[config.mk]
export PLATFORM = sky130hd
export DESIGN_NAME = mem_loader
export DESIGN_NICKNAME = d
export VERILOG_FILES = /design/src/rtl/mem_loader.sv
export SDC_FILE = /design/constraint.sdc
export NUM_CORES = 1
export LEC_CHECK = 0
export CORE_MARGIN = 2
export CORE_UTILIZATION = 51
export DETAILED_ROUTE_END_ITERATION = 7
export HOLD_SLACK_MARGIN = 0.05
export PLACE_DENSITY = 0.83
export SETUP_SLACK_MARGIN = 0.02
export SYNTH_ARGS = -nofsm -noshare
export SYNTH_HDL_FRONTEND = slang
export SYNTH_SLANG_ARGS = --single-unit
export TNS_END_PERCENT = 30
[constraint.sdc]
create_clock -name CLK -period 1.81 [get_ports CLK]
set_input_delay 0.362 -clock CLK [delete_from_list [all_inputs] [get_ports CLK]]
set_output_delay 0.362 -clock CLK [all_outputs]
set_load 0.02 [all_outputs]
[src/rtl/mem_loader.sv]
// mem_loader: framed byte-stream program loader in front of the 6502 memory.
// Frame format: 0xA5, ADDR_LO, ADDR_HI, LEN_LO, LEN_HI, LEN payload bytes, CSUM.
// CSUM is the XOR of every byte after the sync byte. While a frame is in
// flight the CPU is held and the loader owns the write port. When the loader
// is idle the CPU bus passes straight through to memory.
module mem_loader #(
    parameter int unsigned TIMEOUT = 1000000
) (
    input  logic        CLK,
    input  logic        RST,
    input  logic [7:0]  RxData,
    input  logic        RxValid,
    output logic        RxReady,
    input  logic        CpuWE,
    input  logic [15:0] CpuAddress,
    input  logic [7:0]  CpuData,
    output logic        WE,
    output logic [15:0] Address,
    output logic [7:0]  DataIn,
    output logic        CpuHold,
    output logic        Busy,
    output logic        Done,
    output logic        Error
);

    typedef enum logic [2:0] {
        ST_IDLE    = 3'd0,
        ST_ADDR_LO = 3'd1,
        ST_ADDR_HI = 3'd2,
        ST_LEN_LO  = 3'd3,
        ST_LEN_HI  = 3'd4,
        ST_DATA    = 3'd5,
        ST_CSUM    = 3'd6
    } state_t;

    localparam logic [7:0]  SYNC_BYTE = 8'hA5;
    localparam logic [31:0] TMO_LIMIT = 32'(TIMEOUT);

    // Running checksum update: the checksum is a plain byte-wise XOR.
    function automatic logic [7:0] csum_step(input logic [7:0] acc, input logic [7:0] b);
        return acc ^ b;
    endfunction

    state_t      state_r;
    logic        rx_ready_r;
    logic [15:0] ptr_r;
    logic [15:0] remain_r;      // LEN_LO is parked in the low byte until LEN_HI arrives
    logic [7:0]  xor_r;
    logic [31:0] tmo_cnt_r;
    logic        ld_we_r;
    logic [15:0] ld_addr_r;
    logic [7:0]  ld_data_r;
    logic        done_r;
    logic        error_r;

    logic        accept_s;
    logic [15:0] len_s;
    logic        tmo_hit_s;

    // Byte handshake, assembled length and timeout detection.
    always_comb begin
        accept_s  = RxValid && rx_ready_r;
        len_s     = {RxData, remain_r[7:0]};
        tmo_hit_s = 1'b0;
        if ((TMO_LIMIT != 32'd0) && (state_r != ST_IDLE) && !accept_s &&
            (tmo_cnt_r == (TMO_LIMIT - 32'd1))) begin
            tmo_hit_s = 1'b1;
        end else begin
            tmo_hit_s = 1'b0;
        end
    end

    // Frame-parsing FSM with registered memory-write and status outputs.
    always_ff @(posedge CLK) begin
        if (RST) begin
            state_r    <= ST_IDLE;
            rx_ready_r <= 1'b0;
            ptr_r      <= 16'h0000;
            remain_r   <= 16'h0000;
            xor_r      <= 8'h00;
            tmo_cnt_r  <= 32'd0;
            ld_we_r    <= 1'b0;
            ld_addr_r  <= 16'h0000;
            ld_data_r  <= 8'h00;
            done_r     <= 1'b0;
            error_r    <= 1'b0;
        end else begin
            rx_ready_r <= 1'b1;
            done_r     <= 1'b0;
            ld_we_r    <= 1'b0;

            if ((state_r == ST_IDLE) || accept_s || tmo_hit_s) begin
                tmo_cnt_r <= 32'd0;
            end else if (TMO_LIMIT != 32'd0) begin
                tmo_cnt_r <= tmo_cnt_r + 32'd1;
            end else begin
                tmo_cnt_r <= 32'd0;
            end

            if (tmo_hit_s) begin
                state_r <= ST_IDLE;
                error_r <= 1'b1;
            end else if (accept_s) begin
                case (state_r)
                    ST_IDLE: begin
                        if (RxData == SYNC_BYTE) begin
                            state_r <= ST_ADDR_LO;
                            error_r <= 1'b0;
                            xor_r   <= 8'h00;
                        end else begin
                            state_r <= ST_IDLE;
                        end
                    end
                    ST_ADDR_LO: begin
                        ptr_r[7:0] <= RxData;
                        xor_r      <= csum_step(xor_r, RxData);
                        state_r    <= ST_ADDR_HI;
                    end
                    ST_ADDR_HI: begin
                        ptr_r[15:8] <= RxData;
                        xor_r       <= csum_step(xor_r, RxData);
                        state_r     <= ST_LEN_LO;
                    end
                    ST_LEN_LO: begin
                        remain_r[7:0] <= RxData;
                        xor_r         <= csum_step(xor_r, RxData);
                        state_r       <= ST_LEN_HI;
                    end
                    ST_LEN_HI: begin
                        remain_r[15:8] <= RxData;
                        xor_r          <= csum_step(xor_r, RxData);
                        if (len_s == 16'h0000) begin
                            state_r <= ST_CSUM;
                        end else begin
                            state_r <= ST_DATA;
                        end
                    end
                    ST_DATA: begin
                        ld_we_r   <= 1'b1;
                        ld_addr_r <= ptr_r;
                        ld_data_r <= RxData;
                        ptr_r     <= ptr_r + 16'd1;
                        remain_r  <= remain_r - 16'd1;
                        xor_r     <= csum_step(xor_r, RxData);
                        if (remain_r == 16'd1) begin
                            state_r <= ST_CSUM;
                        end else begin
                            state_r <= ST_DATA;
                        end
                    end
                    ST_CSUM: begin
                        if (RxData == xor_r) begin
                            done_r <= 1'b1;
                        end else begin
                            error_r <= 1'b1;
                        end
                        state_r <= ST_IDLE;
                    end
                    default: begin
                        state_r <= ST_IDLE;
                    end
                endcase
            end else begin
                state_r <= state_r;
            end
        end
    end

    // Memory bus ownership: CPU passthrough when idle, loader registers otherwise.
    always_comb begin
        Busy    = (state_r != ST_IDLE);
        CpuHold = Busy;
        RxReady = rx_ready_r;
        Done    = done_r;
        Error   = error_r;
        if (state_r == ST_IDLE) begin
            WE      = CpuWE;
            Address = CpuAddress;
            DataIn  = CpuData;
        end else begin
            WE      = ld_we_r;
            Address = ld_addr_r;
            DataIn  = ld_data_r;
        end
    end

endmodule
==> reports/metrics.cfg <==
[outcome]
outcome = complete, but fails checks
violations = negative setup slack

[detailed_routing]
drt-initial-drc-count = 373
first_pass_iters = 7
drc = 0
vias_per_cell = 5.86
wl_per_cell_um = 16.4
wl_um = 16500
vias = 5875
ant_nets = 0

[floorplan]
num_io_pins = 66
die_width_um = 108
start_util_pct = 52.8
die_y_um = 108
core.rowCount = 37
core_area_mm2 = 0.0104
die_area_mm2 = 0.0116

[placement]
placed_area_mm2 = 0.00685
gp_congestion = 0.904
io_buffers = 65
place_hpwl_um = 11500

[global_route]
grt_overflow = 0
antenna_found_initial = 0
grt_pass1_vias = 5552
grt_max_degree = 32
grtUsageTotal_pct = 28.8
grt_pass1_wl_um = 26600

[synth]
ys_types = 66
avgSynthCellArea_um2 = 7.41
synth_warnings = 0
postSynthCellCount = 742
yosysTopAreaCell = dfxtp_1
post-synth-top-area-fraction_pct = 37.5
ys_seq_elements = 103
ys.flop_type = dfxtp_1
synth-seq-area-share_pct = 37.5
synth_area_leaders = dfxtp_1 38%, nand2_1 11%, a21oi_1 5.9%, nor2_1 5.2%, xnor2_1 3.8%
synthArstFlopShare_pct = 0
synth_enable_flop_cells = 0
synthesis.area_mm2 = 0.00550
synth_nets = 783

[critical_path]
cp-end-kind = output pin
cp_max_fo = 31
cp_common_cell = nand2_1
critPathTopFamily = buffers and inverters
crit_chain = nor3_4 -> inv_2 -> buf_12 -> nand2_1 -> nand2_1 -> buf_2
critPathSlowestCell = dfxtp_2
critPathMaxStageDelay_ns = 0.35
crit_required_ns = 1.45
cp_data_arrival_time_ns = 1.53
critPathKind = register to output pin
cp-start-kind = register
crit_buf_inv = 3

[pwr]
pwr-share-clk_pct = 38.5
p_sw_w = 0.00124
ir_drop_mv = 0.441
fin_total_pwr_w = 0.00474
p_per_area_mw_per_mm2 = 660
p_comb_share_pct = 13.1
p_leak_nw = 2.73
switching_share_pct = 26.2
p_int_w = 0.00350
p_seq_share_pct = 48.4

[timing]
hold_viol = 0
skew_ns = 0.0102
finalSetupViolations = 28
rsz0062_at_grt = yes
slew_headroom_pct = 71.8
fmax_ghz = 0.527
worst_pin_slew_ns = 0.417
hold_ws_ns = 0.321
timing.final.crit_share_pct = 105
setup_ws_ns = -0.0867
maxSlewViolCount = 0
min_period_ns = 1.90

[clock_network]
numCtsBuffers = 9
cts_tree = yes
cts_root_buf = clkbuf_8
clockBufferDepth = 2
cts.sinks = 103
clkTransAtPathRegs_ns = 0.10
worst_skew_pair.late_latency_ns = 0.39
htreeDepth = 3

[flow_run]
max-cap-violations = 0

[layout]
utilization_pct = 69.0
synthToLayoutAreaGrowth_pct = 30.8
drive_above_1_share_pct = 22.1
post-route-cell-area_mm2 = 0.00719
final_net_count = 903
diodes = 0

[hold_path]
hold_class = input port to register

[layout by cell type (no fill, tap or decap), types with 10 or more instances in the layout]
cell type,count
nand2_1,166
dfxtp_1,91
nor2_1,75
buf_4,75
a21oi_1,65
o21ai_0,33
clkdlybuf4s50_1,29
nand3_1,27
buf_2,27
xnor2_1,24
inv_1,21
nor3_1,13
nor4_1,12
nor4_2,10
clkbuf_8,10
[flip-flops by register name (all words and copies together) (netlist names)]
signal,count
tmo_cnt_r,32
ld_addr_r,16
ptr_r,16
remain_r,16
ld_data_r,8
xor_r,8
state_r,3
Done,1
Error,1
RxReady,1
ld_we_r,1
[cells by family after synthesis]
logic type | count (synthesis) | synth area share (%)
buffers and inverters | 68 | 5.21
muxes | 3 | 0.546
and+or+nand+nor | 382 | 34.4
adders and majority gates | 5 | 1.14
xor gates and xnor gates | 31 | 4.94
AOI/OAI and AO/OA | 150 | 16.3
DFF | 103 | 37.5
[final timing paths]
check / startpoint / end / slack [ns] / cells after the start
setup / recovery: state_r[1]$_SDFFE_PP0P_ / Address[7] / -0.09 / 6
hold / removal: RST / state_r[2]$_SDFFE_PP0P_ / 0.32 / 3
setup reg to reg: tmo_cnt_r[10]$_SDFF_PP0_ / tmo_cnt_r[28]$_SDFF_PP0_ / -0.06 / 6
hold reg to reg: ld_addr_r[4]$_SDFFE_PP0P_ / ld_addr_r[4]$_SDFFE_PP0P_ / 0.46 / 2
[tightest hold or removal path: stages]
cell	delay, ns
buf_2	0.12
or2_2	0.14
a21oi_1	0.04
[cells in the mapped netlist, drive strengths merged (6+ instances only)]
master  instances
and4            6
nand2         166
clkbuf         23
nor2           78
buf            22
o21ai          35
nor3           20
dfxtp         103
a31oi           6
a21oi          66
o31ai           8
xor2            7
xnor2          24
nand4          12
inv            23
nand3          30
or4             6
nor4           26
nor2b           9
[through the flow]
step / cells / setup TNS, ns / setup slack [ns]
after floorplan: 742 / -0.000416 / -0.000416
after global placement: 985 / -13.06 / -0.586
after detailed placement: 985 / -14.74 / -0.673
after CTS: 1002 / -1.91 / -0.0913
after global routing: 1003 / -4.48 / -0.177
final: 1003 / -1.86 / -0.0867
[power by group through the flow]
stage	registers, W	logic (W)	clock network, W
floorplan	0.00235	0.000310	0
global placement	0.00235	0.000641	0
detailed placement	0.00235	0.000655	0
CTS	0.00230	0.000602	0.00184
global route	0.00230	0.000669	0.00193
finish	0.00230	0.000622	0.00183
[layer usage]
metal | share of wire (%) | wire [µm] | GRT usage [%] | vias up
met5 | 0 | 0 | 0 | -
met4 | 2.7 | 448 | 13.5 | 0
met3 | 6.7 | 1110 | 4.36 | 44
met2 | 49 | 8010 | 47.6 | 245
met1 | 42 | 6910 | 36.9 | 2770
li1 | - | - | - | 2816
[layout make-up]
type | instances | area (µm²)
Fill cell | 839 | 3220
Tap cell | 136 | 170
Clock inverter | 6 | 116
Sequential cell | 103 | 2080
Inverter | 23 | 86.3
Clock buffer | 10 | 138
Timing Repair Buffer | 154 | 1300
Multi-Input combinational cell | 571 | 3300
[what timing repair did]
item,4_1_cts,5_1_grt
gates resized for setup,138,42
hold buffers,0,0
endpoints found under the setup margin,65,89
setup buffers,1,1
pin swaps,9,8
No activity file was read; power rests on OpenSTA's default activity.
